**src/rtl/pmem_arbiter_adapter.sv**
```systemverilog
`default_nettype none
// ============================================================================
//  Module   : pmem_arbiter_adapter
//  Purpose  : Round-robin arbiter joining the icache and dcache line ports onto
//             one burst pmem port, splitting each line into 64-bit beats.
//  Revision : 1.0  initial release
// ============================================================================
module pmem_arbiter_adapter #(
   parameter int ADDR_W = 32,
   parameter int LINE_W = 256,
   parameter int BEAT_W = 64
) (
   input  logic              clk,
   input  logic              rst,

   input  logic              i_read,
   input  logic [ADDR_W-1:0] i_address,
   output logic [LINE_W-1:0] i_rdata,
   output logic              i_resp,

   input  logic              d_read,
   input  logic              d_write,
   input  logic [ADDR_W-1:0] d_address,
   input  logic [LINE_W-1:0] d_wdata,
   output logic [LINE_W-1:0] d_rdata,
   output logic              d_resp,

   output logic              pmem_read,
   output logic              pmem_write,
   output logic [ADDR_W-1:0] pmem_address,
   output logic [BEAT_W-1:0] pmem_wdata,
   input  logic [BEAT_W-1:0] pmem_rdata,
   input  logic              pmem_resp
);

   localparam int BEATS      = LINE_W / BEAT_W;
   localparam int BEAT_IDX_W = (BEATS > 1) ? $clog2(BEATS) : 1;
   localparam logic [BEAT_IDX_W-1:0] C_LAST_BEAT = BEAT_IDX_W'(BEATS - 1);

   typedef enum logic [1:0] {
      ST_IDLE = 2'd0,
      ST_RD   = 2'd1,
      ST_WR   = 2'd2,
      ST_DONE = 2'd3
   } state_t;

   state_t                r_state;
   logic [BEAT_IDX_W-1:0] r_beat;
   logic                  r_last_d;
   logic                  r_owner_d;
   logic [LINE_W-1:0]     r_line;
   logic [LINE_W-1:0]     r_buf;
   logic [ADDR_W-1:0]     r_pmem_address;
   logic                  r_pmem_read;
   logic                  r_pmem_write;
   logic                  r_i_resp;
   logic                  r_d_resp;

   logic                  w_i_req;
   logic                  w_d_req;
   logic                  w_grant_d;
   logic                  w_grant_write;

   // On a tie the client that did not win last time gets the port.
   assign w_i_req       = i_read;
   assign w_d_req       = d_read | d_write;
   assign w_grant_d     = w_d_req & (~w_i_req | ~r_last_d);
   assign w_grant_write = w_grant_d & d_write;

   always_ff @(posedge clk or negedge rst) begin
      if (!rst) begin
         r_state        <= ST_IDLE;
         r_beat         <= '0;
         r_last_d       <= 1'b0;
         r_owner_d      <= 1'b0;
         r_line         <= '0;
         r_buf          <= '0;
         r_pmem_address <= '0;
         r_pmem_read    <= 1'b0;
         r_pmem_write   <= 1'b0;
         r_i_resp       <= 1'b0;
         r_d_resp       <= 1'b0;
      end else begin
         case (r_state)
            ST_IDLE: begin
               if (w_i_req | w_d_req) begin
                  r_owner_d      <= w_grant_d;
                  r_last_d       <= w_grant_d;
                  r_pmem_address <= w_grant_d ? d_address : i_address;
                  r_beat         <= '0;
                  if (w_grant_write) begin
                     r_line       <= d_wdata;
                     r_pmem_write <= 1'b1;
                     r_state      <= ST_WR;
                  end else begin
                     r_pmem_read <= 1'b1;
                     r_state     <= ST_RD;
                  end
               end
            end

            ST_RD, ST_WR: begin
               if (pmem_resp) begin
                  if (r_state == ST_RD) begin
                     r_buf[int'(r_beat)*BEAT_W +: BEAT_W] <= pmem_rdata;
                  end
                  if (r_beat == C_LAST_BEAT) begin
                     r_beat         <= '0;
                     r_pmem_read    <= 1'b0;
                     r_pmem_write   <= 1'b0;
                     r_pmem_address <= '0;
                     r_i_resp       <= ~r_owner_d;
                     r_d_resp       <= r_owner_d;
                     r_state        <= ST_DONE;
                  end else begin
                     r_beat <= r_beat + 1'b1;
                  end
               end
            end

            ST_DONE: begin
               r_i_resp <= 1'b0;
               r_d_resp <= 1'b0;
               r_state  <= ST_IDLE;
            end

            default: begin
               r_state <= ST_IDLE;
            end
         endcase
      end
   end

   assign pmem_read    = r_pmem_read;
   assign pmem_write   = r_pmem_write;
   assign pmem_address = r_pmem_address;
   assign pmem_wdata   = r_pmem_write ? r_line[int'(r_beat)*BEAT_W +: BEAT_W] : '0;

   // Both clients see the shared buffer; resp alone says whose data it is.
   assign i_rdata = r_buf;
   assign d_rdata = r_buf;
   assign i_resp  = r_i_resp;
   assign d_resp  = r_d_resp;

endmodule
`default_nettype wire

```
**config.mk**
```make
export PLATFORM = sky130hd
export DESIGN_NAME = pmem_arbiter_adapter
export DESIGN_NICKNAME = d
export VERILOG_FILES = /design/src/rtl/pmem_arbiter_adapter.sv
export SDC_FILE = /design/constraint.sdc
export NUM_CORES = 1
export LEC_CHECK = 0
export ABC_AREA = 1
export ABC_CLOCK_PERIOD_IN_PS = 6670
export CORE_AREA = 2 2 391 393
export CTS_BUF_LIST = sky130_fd_sc_hd__clkbuf_8
export DETAILED_ROUTE_END_ITERATION = 12
export DIE_AREA = 0 0 393 395
export SLEW_MARGIN = 20
export SYNTH_ARGS = -nofsm -noshare
export SYNTH_HDL_FRONTEND = slang
export SYNTH_SLANG_ARGS = --single-unit
export TNS_END_PERCENT = 50
```
**constraint.sdc**
```tcl
create_clock -name clk -period 6.67 [get_ports clk]
set_clock_uncertainty 0.15 [all_clocks]
set_input_delay 0.667 -clock clk [delete_from_list [all_inputs] [get_ports clk]]
set_output_delay 0.667 -clock clk [all_outputs]
set_load 0.03 [all_outputs]
```
==> flow_metrics.py <==
metrics = {
    "critical_path": {
        "reg2reg_slack_ns": 2.45,
        "cp-end-kind": "output pin",
        "crit_path_start_kind": "flop",
        "cpPeakStageDelay_ns": 0.81,
        "r2r_start": "r_beat[0]$_DFFE_PN0P_",
        "cp_data_arrival_time_ns": 4.62,
        "cp_max_fo": 78,
        "r2r-end": "d_rdata[184]$_DFFE_PN0P_",
        "crit_type": "flop to output pin",
        "r2r_cells": 10,
        "cp_slowest_cell": "clkdlybuf4s50_1",
        "crit_chain": "inv_4, buf_4, o21ai_0, a21oi_1, clkdlybuf4s50_1",
        "crit_required_ns": 5.85,
    },
    "synthesis": {
        "yosysWarnings": 0,
        "ys_seq_elements": 553,
        "synth_cells": 3262,
        "synth_edf_count": 0,
        "synth_top_area_share_pct": 52.4,
        "synth_top_cell_by_area": "dfrtp_1",
        "async_reset_ff_share_pct": 100,
        "synthTopCellsByArea": "dfrtp_1 (52%), nand2_1 (13%), o21ai_0 (9.4%)",
        "avgSynthCellArea_um2": 8.10,
        "synth_nets": 3661,
        "syn_area_mm2": 0.0264,
        "synth_cell_types": 28,
        "ys_seq_area_share_pct": 52.4,
        "synth-main-ff-cell": "dfrtp_1",
    },
    "floorplanning": {
        "start_util_pct": 17.5,
        "die_width_um": 393,
        "die_h_um": 395,
        "boundaryPins": 1002,
        "fp.dieArea_mm2": 0.155,
        "rows": 143,
        "core_area_mm2": 0.151,
    },
    "power": {
        "p_per_area_mw_per_mm2": 504,
        "peakVddDrop_mv": 0.293,
        "p_leak_nw": 17.3,
    },
    "sta": {
        "tns_ns": 0,
        "tightest_slew_ns": 1.15,
        "hold_viol": 0,
        "drv_slew": 0,
        "fmax_mhz": 184,
        "rsz0062_at_grt": "no",
        "finalWorstSetupSlack_ns": 1.24,
        "setup_viol": 0,
        "fin_crit_ns": 5.43,
        "fin_crit_sh_pct": 81.5,
        "slew-limit-headroom_pct": 23.2,
    },
    "clock_tree": {
        "clk_latency_ns": 0.85,
        "clock-sinks": 553,
        "root_buffer": "clkbuf_8",
        "htree_levels": 3,
        "cts_inserted_buffers": 106,
        "cts.clk_slew.worst_paths_ns": 0.06,
        "cts_tree": "done",
        "cts_buffer_depth": 3,
        "cts_resized": 0,
    },
    "detailed_routing": {
        "top_layer": "met5",
        "routed_wl_mm": 141,
        "via_per_inst": 4.19,
        "firstDrtPassIters": 6,
        "m1WireLength_mm": 53.1,
        "postRouteAntennaNets": 0,
        "vias": 25300,
        "route.detailed.drc": 0,
        "met3RoutedLength_mm": 14.5,
        "first_iter_violations": 2101,
        "routedWlPerCell_um": 23.3,
        "wl_met2_mm": 67.0,
    },
    "global_route": {
        "grt_max_degree": 177,
        "grt_pass1_vias": 25000,
        "grt_usage_pct": 17.5,
        "antenna_found_initial": 29,
        "grt_pass1_wl_mm": 193,
        "grt-ovfl-total": 0,
    },
    "layout": {
        "synthToLayoutAreaGrowth_pct": 46.3,
        "drive_gt1_share_pct": 5.31,
        "fill_cells": 16300,
        "final_nets": 4324,
    },
    "hold_path": {
        "hold_path_depth": 3,
        "hp-class": "primary input to flop",
        "worstHoldStart": "d_wdata[188]",
        "holdPathEnd": "r_line[188]$_DFFE_PN0P_",
    },
    "place": {
        "gp_congestion": 0.908,
        "portBuffers": 1001,
        "dpl.hpwl_mm": 106,
        "dp_slack_ns": 2.05,
    },
    "run": {
        "drv_cap": 0,
    },
    "outcome": {
        "outcome": "complete, no violations",
    },
}
## cells in the mapped netlist (3+ instances only)
master	number
nand3_2	4
ha_1	9
nor2_1	259
dfrtp_1	553
o21ai_0	498
buf_6	10
buf_2	93
nand3_1	133
a21oi_1	66
o21ai_1	152
inv_1	141
clkbuf_1	92
buf_4	266
nor2_2	3
buf_1	14
nand2_1	950
inv_2	8
## power breakdown
| part | total [mW] | internal [mW] | switching [mW] |
|---|---|---|---|
| clock | 3.61 | 1.94 | 1.67 |
| sequential | 5.78 | 4.64 | 1.14 |
| combinational | 10.1 | 3.30 | 6.78 |
| total | 19.5 | 9.88 | 9.60 |
## metrics by stage
step	hold WS [ns]	utilization (%)	area, um^2	total power [mW]	std cells
5_1_grt	0.142	25.6	38700	20.6	6049
6_report	0.203	25.6	38700	19.5	6051
4_1_cts	0.0868	25.5	38600	19.7	6041
3_5_place_dp	0.310	24.0	36400	16.0	5845
3_3_place_gp	0.307	24.0	36300	15.9	5845
2_1_floorplan	0.221	-	26400	11.5	3262
## cell families after synthesis
group           share of synthesized area [%]
buf+inv                                  13.4
flops                                    52.4
fa+ha+maj                               0.426
simple gates                             20.2
compound gates                           13.6
## sequential cells by signal, indices dropped and copies added, names as in the netlist
name	flops
d_rdata	256
d_resp	1
i_resp	1
pmem_address	32
pmem_read	1
pmem_write	1
r_beat	2
r_line	256
r_owner_d	1
r_state	2
## routing by layer
layer  track usage (%)  vias up
met5                 0        -
met4              7.52       22
met3              6.37      245
met2              28.9     1203
met1              20.1    12300
li1                  -    11600
## cell usage in the layout (no fill, tap or decap), drive strengths merged
| master | instances |
|---|---|
| and3 | 1 |
| nand4 | 2 |
| bufinv | 5 |
| clkinvlp | 5 |
| nor3 | 1 |
| inv | 191 |
| a21oi | 66 |
| diode | 9 |
| nand2 | 952 |
| clkinv | 18 |
| clkdlybuf4s50 | 1000 |
| o21ai | 651 |
| nand3 | 137 |
| dfrtp | 553 |
| dlygate4sd3 | 1 |
| ha | 9 |
| clkbuf | 127 |
| nor2 | 263 |
| buf | 30 |
## worst max path at each step
stage	to	depth (start not counted)	startpoint
CTS	pmem_wdata[63]	5	r_beat[0]$_DFFE_PN0P_
global placement	d_rdata[255]$_DFFE_PN0P_	5	r_beat[0]$_DFFE_PN0P_
detailed placement	pmem_wdata[63]	5	r_beat[0]$_DFFE_PN0P_
global route	pmem_wdata[63]	5	r_beat[0]$_DFFE_PN0P_
finish	pmem_wdata[59]	5	r_beat[0]$_DFFE_PN0P_
floorplan	pmem_wdata[54]	7	r_beat[0]$_DFFE_PN0P_
## critical path: cells and delay by family (launching register included)
family,cells,cell delay (ns)
buffers and inverters,3,1.98
AO/OA/AOI/OAI,2,0.81
flip-flops,1,0.78
## area by class of cell
type / count / area (um^2) / area share, %
antenna: 9 / 22.5 / 0.0582
inverter: 151 / 586 / 1.51
clock buffer: 127 / 1750 / 4.52
tap: 2030 / 2540 / 6.57
timing repair buffer: 1031 / 10300 / 26.7
sequential: 553 / 13800 / 35.8
multi-input combinational: 2082 / 9090 / 23.5
clock inverter: 68 / 503 / 1.30
## repair_timing
action,CTS,global route
hold buffers,1,0
setup buffers,0,0
endpoints found under the setup margin,0,0
endpoints found under the hold margin,71,0
No activity file was read; power rests on OpenSTA's default activity.
